$ cat config.mk
export PLATFORM = sky130hd
export DESIGN_NAME = mavg_ctrl
export DESIGN_NICKNAME = d
export VERILOG_FILES = /design/src/rtl/mavg_ctrl.sv
export SDC_FILE = /design/constraint.sdc
export NUM_CORES = 1
export LEC_CHECK = 0
export CORE_ASPECT_RATIO = 0.6
export CORE_MARGIN = 2
export CORE_UTILIZATION = 40
export CTS_CLUSTER_SIZE = 8
export DETAILED_ROUTE_END_ITERATION = 10
export GPL_TIMING_DRIVEN = 0
export PLACE_DENSITY = 0.83
export RECOVER_POWER = 50
export SLEW_MARGIN = 15
export SYNTH_ARGS = -nofsm -noshare
export SYNTH_HDL_FRONTEND = slang
export SYNTH_SLANG_ARGS = --single-unit
$ cat constraint.sdc
create_clock -name clock -period 3.65 [get_ports clock]
set_clock_uncertainty 0.1 [all_clocks]
set_input_delay 0.73 -clock clock [delete_from_list [all_inputs] [get_ports clock]]
set_output_delay 0.73 -clock clock [all_outputs]
set_load 0.05 [all_outputs]
$ cat src/rtl/mavg_ctrl.sv
// Sequencer/threshold detector around one moving-average instance: flush, fill, armed compare, holdoff.
// Optional build macro MAVG_CTRL_HYST_EN: leaving HOLD also needs the average to fall below thresh_low.
module mavg_ctrl #(
  parameter int unsigned DATA_WIDTH   = 32,
  parameter int unsigned WINDOW_SHIFT = 4,
  parameter int unsigned FLUSH_CYCLES = 2,
  parameter int unsigned HOLD_WIDTH   = 16
) (
  input  logic                         clock,
  input  logic                         reset,
  input  logic                         enable,
  input  logic                         restart,
  input  logic signed [DATA_WIDTH-1:0] threshold,
  input  logic [HOLD_WIDTH-1:0]        holdoff,
  input  logic signed [DATA_WIDTH-1:0] thresh_low,
  input  logic signed [DATA_WIDTH-1:0] sample_in,
  input  logic                         sample_strobe,
  output logic                         mavg_reset,
  output logic                         mavg_enable,
  output logic signed [DATA_WIDTH-1:0] mavg_data_in,
  output logic                         mavg_in_strobe,
  input  logic signed [DATA_WIDTH-1:0] mavg_data_out,
  input  logic                         mavg_out_strobe,
  output logic signed [DATA_WIDTH-1:0] avg_out,
  output logic                         avg_valid,
  output logic                         trigger,
  output logic                         armed,
  output logic [2:0]                   state,
  output logic [15:0]                  trig_count,
  output logic [WINDOW_SHIFT:0]        win_size
);

  localparam int unsigned FC_W = $clog2(FLUSH_CYCLES + 1);

  typedef enum logic [2:0] {
    S_IDLE  = 3'd0,
    S_FLUSH = 3'd1,
    S_FILL  = 3'd2,
    S_ARMED = 3'd3,
    S_HOLD  = 3'd4
  } state_t;

  state_t                state_q, state_d;
  logic [FC_W-1:0]       flush_cnt_q, flush_cnt_d;
  logic [HOLD_WIDTH-1:0] hold_cnt_q;
  logic                  capture, fire, hold_dec;
  logic                  rearm_ok;
  logic                  running;

`ifdef MAVG_CTRL_HYST_EN
  assign rearm_ok = (mavg_data_out < thresh_low);
`else
  assign rearm_ok = 1'b1;
  logic unused_thresh_low;
  assign unused_thresh_low = ^thresh_low;
`endif

  // Next state and per-cycle actions; enable and restart override everything.
  always_comb begin
    state_d     = state_q;
    flush_cnt_d = flush_cnt_q;
    capture     = 1'b0;
    fire        = 1'b0;
    hold_dec    = 1'b0;
    if (!enable) begin
      state_d = S_IDLE;
    end else if (restart) begin
      state_d     = S_FLUSH;
      flush_cnt_d = '0;
    end else begin
      case (state_q)
        S_IDLE: begin
          state_d     = S_FLUSH;
          flush_cnt_d = '0;
        end
        S_FLUSH: begin
          if (flush_cnt_q == FC_W'(FLUSH_CYCLES - 1)) state_d = S_FILL;
          else flush_cnt_d = flush_cnt_q + FC_W'(1);
        end
        S_FILL: begin
          if (mavg_out_strobe) state_d = S_ARMED;
        end
        S_ARMED: begin
          if (mavg_out_strobe) begin
            capture = 1'b1;
            if (mavg_data_out >= threshold) begin
              fire    = 1'b1;
              state_d = S_HOLD;
            end
          end
        end
        S_HOLD: begin
          if (mavg_out_strobe) begin
            capture = 1'b1;
            if (hold_cnt_q == '0 && rearm_ok) state_d = S_ARMED;
            else if (hold_cnt_q != '0) hold_dec = 1'b1;
          end
        end
        default: state_d = S_IDLE;
      endcase
    end
  end

  always_ff @(posedge clock) begin
    if (reset) begin
      state_q     <= S_IDLE;
      flush_cnt_q <= '0;
      hold_cnt_q  <= '0;
      trig_count  <= '0;
      avg_out     <= '0;
      avg_valid   <= 1'b0;
      trigger     <= 1'b0;
    end else begin
      state_q     <= state_d;
      flush_cnt_q <= flush_cnt_d;
      avg_valid   <= capture;
      trigger     <= fire;
      if (capture) avg_out <= mavg_data_out;
      if (fire) hold_cnt_q <= holdoff;
      else if (hold_dec) hold_cnt_q <= hold_cnt_q - HOLD_WIDTH'(1);
      // Count is zero whenever the FSM is seen in FLUSH, including its entry cycle.
      if (state_d == S_FLUSH) trig_count <= '0;
      else if (fire && trig_count != 16'hFFFF) trig_count <= trig_count + 16'd1;
    end
  end

  assign running        = (state_q == S_FILL) || (state_q == S_ARMED) || (state_q == S_HOLD);
  assign mavg_reset     = !running;
  assign mavg_enable    = running;
  assign mavg_in_strobe = running && sample_strobe;
  assign mavg_data_in   = sample_in;
  assign armed          = (state_q == S_ARMED);
  assign state          = state_q;
  assign win_size       = (WINDOW_SHIFT + 1)'(1) << WINDOW_SHIFT;

endmodule

---- Word-level counts from Yosys, hierarchy flattened ----
Index checks and enable logic that the tools add are counted.
cells by class
  $add $sub $neg .......................... 3
  order comparisons ....................... 1
  eq/ne operators ......................... 8
  multiplexer cells ....................... 29
  reduce and logical (&&, ||, !) cells .... 13
operators by type and width
  operator                                             count
  >= comparator 32 bit                                 1
  two-way mux 16 bit                                   2
  two-way mux 3 bit                                    8
  adder 16 x 1 -> 16 bit (second input constant)       1
  zero test 16 bit                                     1
  inequality test 16 bit (second input constant)       1
  nonzero test 16 bit                                  1
  subtractor 16 x 1 -> 16 bit (second input constant)  1
  two-way mux 1 bit                                    15
  case mux 3 bit (5 select lines)                      1
  == test 3 x 1 -> 1 bit (second input constant)       2
  == test 3 x 2 -> 1 bit (second input constant)       2
  two-way mux 2 bit                                    2
  case mux 2 bit (2 select lines)                      1
  OR reduction 2 bit                                   2
  == test 3 bit (second input constant)                1
  zero test 3 bit                                      1
  inequality test 3 bit (second input constant)        1
  AND reduction 3 bit                                  1
  nonzero test 3 bit                                   1
  adder 2 x 1 -> 2 bit (second input constant)         1
  == test 2 x 1 -> 1 bit (second input constant)       1
  logical AND 1 bit                                    2
  logical OR 1 bit                                     2
  2 further kinds                                      2
storage, ports and cells
  bits in registers ....................... 71
  output and inout bits ................... 94
  word-level logic and storage cells ...... 61

---- Logic depth before layout (Yosys ltp) ----
Gate-level depths: netlist (run 1).
  depth after elaboration ................. 9
  mapped depth ............................ 11

---- Worst setup path after synthesis (run 1) ----
Ideal clock, no wire load.
  path type ............................... register to output
  start ................................... reg state_q[1] (netlist: state[1])
  end ..................................... out mavg_enable
  arrival time ............................ 2.249 ns
  required time ........................... 2.820 ns
  slack ................................... 0.571 ns
  cell stages (with the launch flop) ...... 4
  path through ............................ dfxtp_1 nor3b_4 a21oi_1 inv_1
on the way
  word-level cells in the longest chain between the ends .. 3
  elaborated cells between the ends (all ways) .. 5
  those cells by class .................... 3 x eq/ne; 2 x reduce/logical
RTL lines
  what                    RTL line  text
  from (decl)             43        state_t state_q, state_d;
  from (signal assigned)  114       state_q <= state_d;
  == test 3 x 2 -> 1 bit  127       assign running = (state_q == S_FILL) || (state_q == S_ARMED) || (state_q == S_HOLD);
  logical OR 1 bit        127
  logical OR 1 bit (*)    127
  to (decl)               19        output logic mavg_enable,
Every way passes the cells marked *; elsewhere a longest branch is shown, timed or not.

---- Final worst setup path (run 1) ----
  start ................................... in threshold[14]
  end ..................................... reg trig_count[14]
on the way
  word-level cells in the longest chain between the ends .. 8
  elaborated cells between the ends (all ways) .. 14
  those cells by class .................... 1 x order compare; 1 x eq/ne; 10 x mux; 2 x reduce/logical
RTL lines
  what                                 RTL line  text
  from (decl)                          13        input logic signed [DATA_WIDTH-1:0] threshold,
  >= comparator 32 bit (*)             86        if (mavg_data_out >= threshold) begin
  two-way mux 3 bit                    86
  two-way mux 3 bit                    84        if (mavg_out_strobe) begin
  case mux 3 bit (5 select lines)      71        case (state_q)
  two-way mux 3 bit                    67        end else if (restart) begin
  two-way mux 3 bit                    65        if (!enable) begin
  == test 3 x 1 -> 1 bit               122       if (state_d == S_FLUSH) trig_count <= '0;
  OR reduction 2 bit (no source line)  -
  to (signal assigned)                 123       else if (fire && trig_count != 16'hFFFF) trig_count <= trig_count + 16'd1;
  to (decl)                            29        output logic [15:0] trig_count,
Marks and branches as above.
A chain may end at the register's enable or synchronous reset.

==> out/results.ini, run 1 <==
[cts]
cts_setup_buffers = 0
clkSlewWorstSetupHoldPaths_ns = 0.05
cts_root_buffer = sky130_fd_sc_hd__clkbuf_16
cts_tree = done
cts_hold_repair.buffers = 0
latest_clock_arrival_within_the_worst_skew_pair_ns = 0.34
cts_sink_cnt = 71
cts_inserted_buffers = 9
postCtsResizedCells = 0
ctsHtreeMaxLevel = 3
ctsLongestPathBuffers = 2

[layout]
layout.core_utilization_pct = 62.43
post_route_cells_drive_above_1_share_pct = 11.17
areaGrowthSynthToFinish_pct = 50.24
multi_input_comb_area_sq_um = 2429
final_stage_net_count = 923
fill_cells = 892
seq_area_sq_um = 1421
fin_cells = 882
finalInstanceArea_sq_um = 6660
n_antenna_cell = 0

[yosys]
synth_enable_flop_cells = 0
seq_total_area_yosys_pct = 32.06
synth.yosys.warnings = 0
yosys.area.top_type_share_pct = 32.06
syn-cell-area_sq_um = 4433
synth.top_cells.by_area = sky130_fd_sc_hd__dfxtp_1 32%, sky130_fd_sc_hd__ha_1 9.9%, sky130_fd_sc_hd__a21oi_1 7.9%
postSynthCellCount = 551
synth.top_cells.by_count = 88 x sky130_fd_sc_hd__nand2_1, 71 x sky130_fd_sc_hd__dfxtp_1, 70 x sky130_fd_sc_hd__a21oi_1, 47 x sky130_fd_sc_hd__inv_1, 38 x sky130_fd_sc_hd__buf_4
top_reg_cell_synth = sky130_fd_sc_hd__dfxtp_1
asyncSetResetFlopFracSynth_pct = 0
synth_area_per_cell_sq_um = 8.045
synth.most_common_cell = sky130_fd_sc_hd__nand2_1
post-synth-top-area-cell = sky130_fd_sc_hd__dfxtp_1
number_of_unique_standard_cell_types_used_by_synthesis = 62
synth-seq-cells = 71

[critical_path]
worst-endpoint-arrival_ns = 3.69
path_max_fanout = 10
r2r_cells = 8
end_kind = flip-flop
timing.critical_path.required_ns = 3.81
regToRegStartpoint = trig_count[2]$_SDFFE_PP0P_
category_of_the_worst_setup_path_launch_point = input port
largest_stage_delay_on_the_critical_path_ns = 0.52
crit_chain = clkdlybuf4s50_1 > inv_1 > ha_1 > nand4_1 > nor3_2 > o311ai_1 > a31oi_4 > o211ai_4 > buf_6 > or4_1 > a21oi_1
crit_path_top_delay_cell = sky130_fd_sc_hd__or4_1
worst_r2r_setup_slack_ns = 1.04
capture_point_of_the_worst_reg_to_reg_path = trig_count[7]$_SDFFE_PP0P_
setup.worst_path.class = input port to flip-flop

[floorplanning]
dieWidth_um = 139.9
fp.dieH_um = 85.55
initial_core_util_pct = 41.56
fp.coreArea_sq_um = 10670
floorplan.io_pins = 244
floorplan.die_area_sq_um = 11970
core.rowCount = 29

[placement]
post-place-ws_ns = -0.1121
detailed_place.area_sq_um = 6350
place_congestion = 0.8359
post-dp-hpwl_um = 11320
placed_cells = 866
port_buffers = 173

[detailed_routing]
ant_nets = 0
detail_route.first_pass.iterations = 5
vias = 4639
drt-total-wl_um = 14120
route.detailed.vias_per_inst = 5.260
wl_per_cell_um = 16.01
post-route-drc-count = 0
detail_route.iter0.violations = 236

[power]
leakage_nw = 2.783
power_density_nw_per_um2 = 307.9
irDropWorstVdd_v = 0.0002960

[sta]
drv_slew = 0
timing.final.crit_share_pct = 96.67
timing_worst_slew_pin_value_ns = 0.8294
max_clock_freq_mhz = 283.4
finalSetupViolations = 0
hold_viol = 0
post-route-min-period_ns = 3.528
final.setup.worst_slack_ns = 0.1217
worst_slew_margin_pct = 44.13
grt_setup_unrepaired = no

[grt]
wire_length_of_the_first_global_routing_pass_um = 22440
grt_antenna_before_repair = 0
globalRoute.totalOverflow = 0
first_global_vias = 4494
largest_net_degree_at_the_start_of_global_routing = 12
groute.usage.overall_pct = 23.40

[hold_path]
min_path_cells = 2
worst_hold_startpoint = avg_out[0]$_SDFFE_PP0P_
timing.hold.worst.class = flip-flop to flip-flop
min_delay_worst_endpoint = avg_out[0]$_SDFFE_PP0P_

[run_status]
run_status = finished, final reports clean

[run]
drv.max_cap_violation_count = 0

[power breakdown]
part / total, mW / switching [mW] / internal [mW]
Sequential: 0.778 / 0.00171 / 0.776
Clock: 0.915 / 0.332 / 0.583
Combinational: 0.358 / 0.186 / 0.172
Total: 2.05 / 0.520 / 1.53
[layer usage]
layer  track usage (%)  part of all wire (%)  vias to the layer above
li1                  -                     -                     2252
met2             38.98                    47                      188
met4             6.182                   1.2                        0
met3             7.426                   7.7                       17
met5                 0                     0                        -
met1             29.67                    44                     2182
[critical path, delay by kind of cell]
family | cells | cell delay (ns)
adder cells (fa/ha/maj) | 1 | 0.32
AO/OA/AOI/OAI | 4 | 0.90
AND/OR/NAND/NOR | 3 | 1.04
buffers and inverters | 3 | 0.68
[worst max-delay path by stage]
stage	endpoint	cells past startpoint	startpoint
after floorplan	mavg_enable	3	state[1]$_SDFF_PP0_
after global placement	hold_cnt_q[4]$_SDFFE_PP0P_	12	threshold[5]
after detailed placement	hold_cnt_q[4]$_SDFFE_PP0P_	12	threshold[5]
after CTS	trig_count[14]$_SDFFE_PP0P_	11	threshold[14]
after global routing	trig_count[9]$_SDFFE_PP0P_	11	threshold[14]
final	trig_count[14]$_SDFFE_PP0P_	11	threshold[14]
[state kept, by name, summed over array words and instances (netlist names)]
name,flops
trigger,1
flush_cnt_q,2
state,3
hold_cnt_q,16
avg_valid,1
avg_out,32
trig_count,16
[cells by family (layout without fill, tap and decap cells)]
group / Yosys count / in the layout / share of synthesized area [%]
AND/OR/NAND/NOR: 187 / 187 / 21.28
buffers and inverters: 108 / 297 / 13.41
AO/OA/AOI/OAI: 135 / 135 / 20.38
adder cells (fa/ha/maj): 35 / 35 / 9.879
flip-flops: 71 / 71 / 32.06
XOR/XNOR: 8 / 8 / 1.580
multiplexers: 5 / 5 / 1.242
other: 2 / 5 / 0.1694
[placed cells by master, fill, tap and decap left out, types with 3 or more instances in the layout]
cell and n:
sky130_fd_sc_hd__nand3_1 10, sky130_fd_sc_hd__a211oi_2 9, sky130_fd_sc_hd__dfxtp_1 71, sky130_fd_sc_hd__xnor2_1 4
sky130_fd_sc_hd__clkbuf_8 3, sky130_fd_sc_hd__inv_1 47, sky130_fd_sc_hd__conb_1 5, sky130_fd_sc_hd__nand2b_1 4
sky130_fd_sc_hd__nor4_1 3, sky130_fd_sc_hd__clkbuf_16 9, sky130_fd_sc_hd__xor2_1 4, sky130_fd_sc_hd__nand2_1 88
sky130_fd_sc_hd__o211ai_1 6, sky130_fd_sc_hd__o21ai_0 16, sky130_fd_sc_hd__ha_1 35, sky130_fd_sc_hd__or3_1 6
sky130_fd_sc_hd__clkdlybuf4s50_1 95, sky130_fd_sc_hd__nand4_1 8, sky130_fd_sc_hd__buf_4 38, sky130_fd_sc_hd__or4_1 13
sky130_fd_sc_hd__a31oi_1 3, sky130_fd_sc_hd__and2_1 4, sky130_fd_sc_hd__dlygate4sd3_1 78, sky130_fd_sc_hd__a21oi_1 70
sky130_fd_sc_hd__o31ai_1 10, sky130_fd_sc_hd__nor3_1 6, sky130_fd_sc_hd__and4_1 3, sky130_fd_sc_hd__clkbuf_1 16
sky130_fd_sc_hd__mux2i_1 4, sky130_fd_sc_hd__buf_6 6, sky130_fd_sc_hd__nor2b_1 3, sky130_fd_sc_hd__nor2_1 24
[metrics by stage]
stage | TNS, ns | hold slack (ns) | power (mW)
3_5_place_dp | -1.062 | 0.3477 | 1.158
6_report | 0 | 0.3524 | 2.050
2_1_floorplan | 0 | 0.3523 | 0.9920
3_3_place_gp | -0.02691 | 0.3418 | 1.147
5_1_grt | 0 | 0.3712 | 2.123
4_1_cts | 0 | 0.3556 | 2.077
[cell type report]
class | count | share of cell area, %
tap | 139 | 2.611
multi-input combinational | 375 | 36.46
inverter | 47 | 2.649
timing repair buffer | 173 | 26.00
clock buffer | 13 | 4.058
clock inverter | 3 | 0.6012
sequential | 71 | 21.34
buffer | 61 | 6.275
Note: power is estimated with default switching activity, not from simulation.
==> run 2, diff against run 1 <==
- CTS_CLUSTER_DIAMETER: unset -> 30
==> results of run 2 <==
Final layout, timing and power as in run 1 (identical DEF).
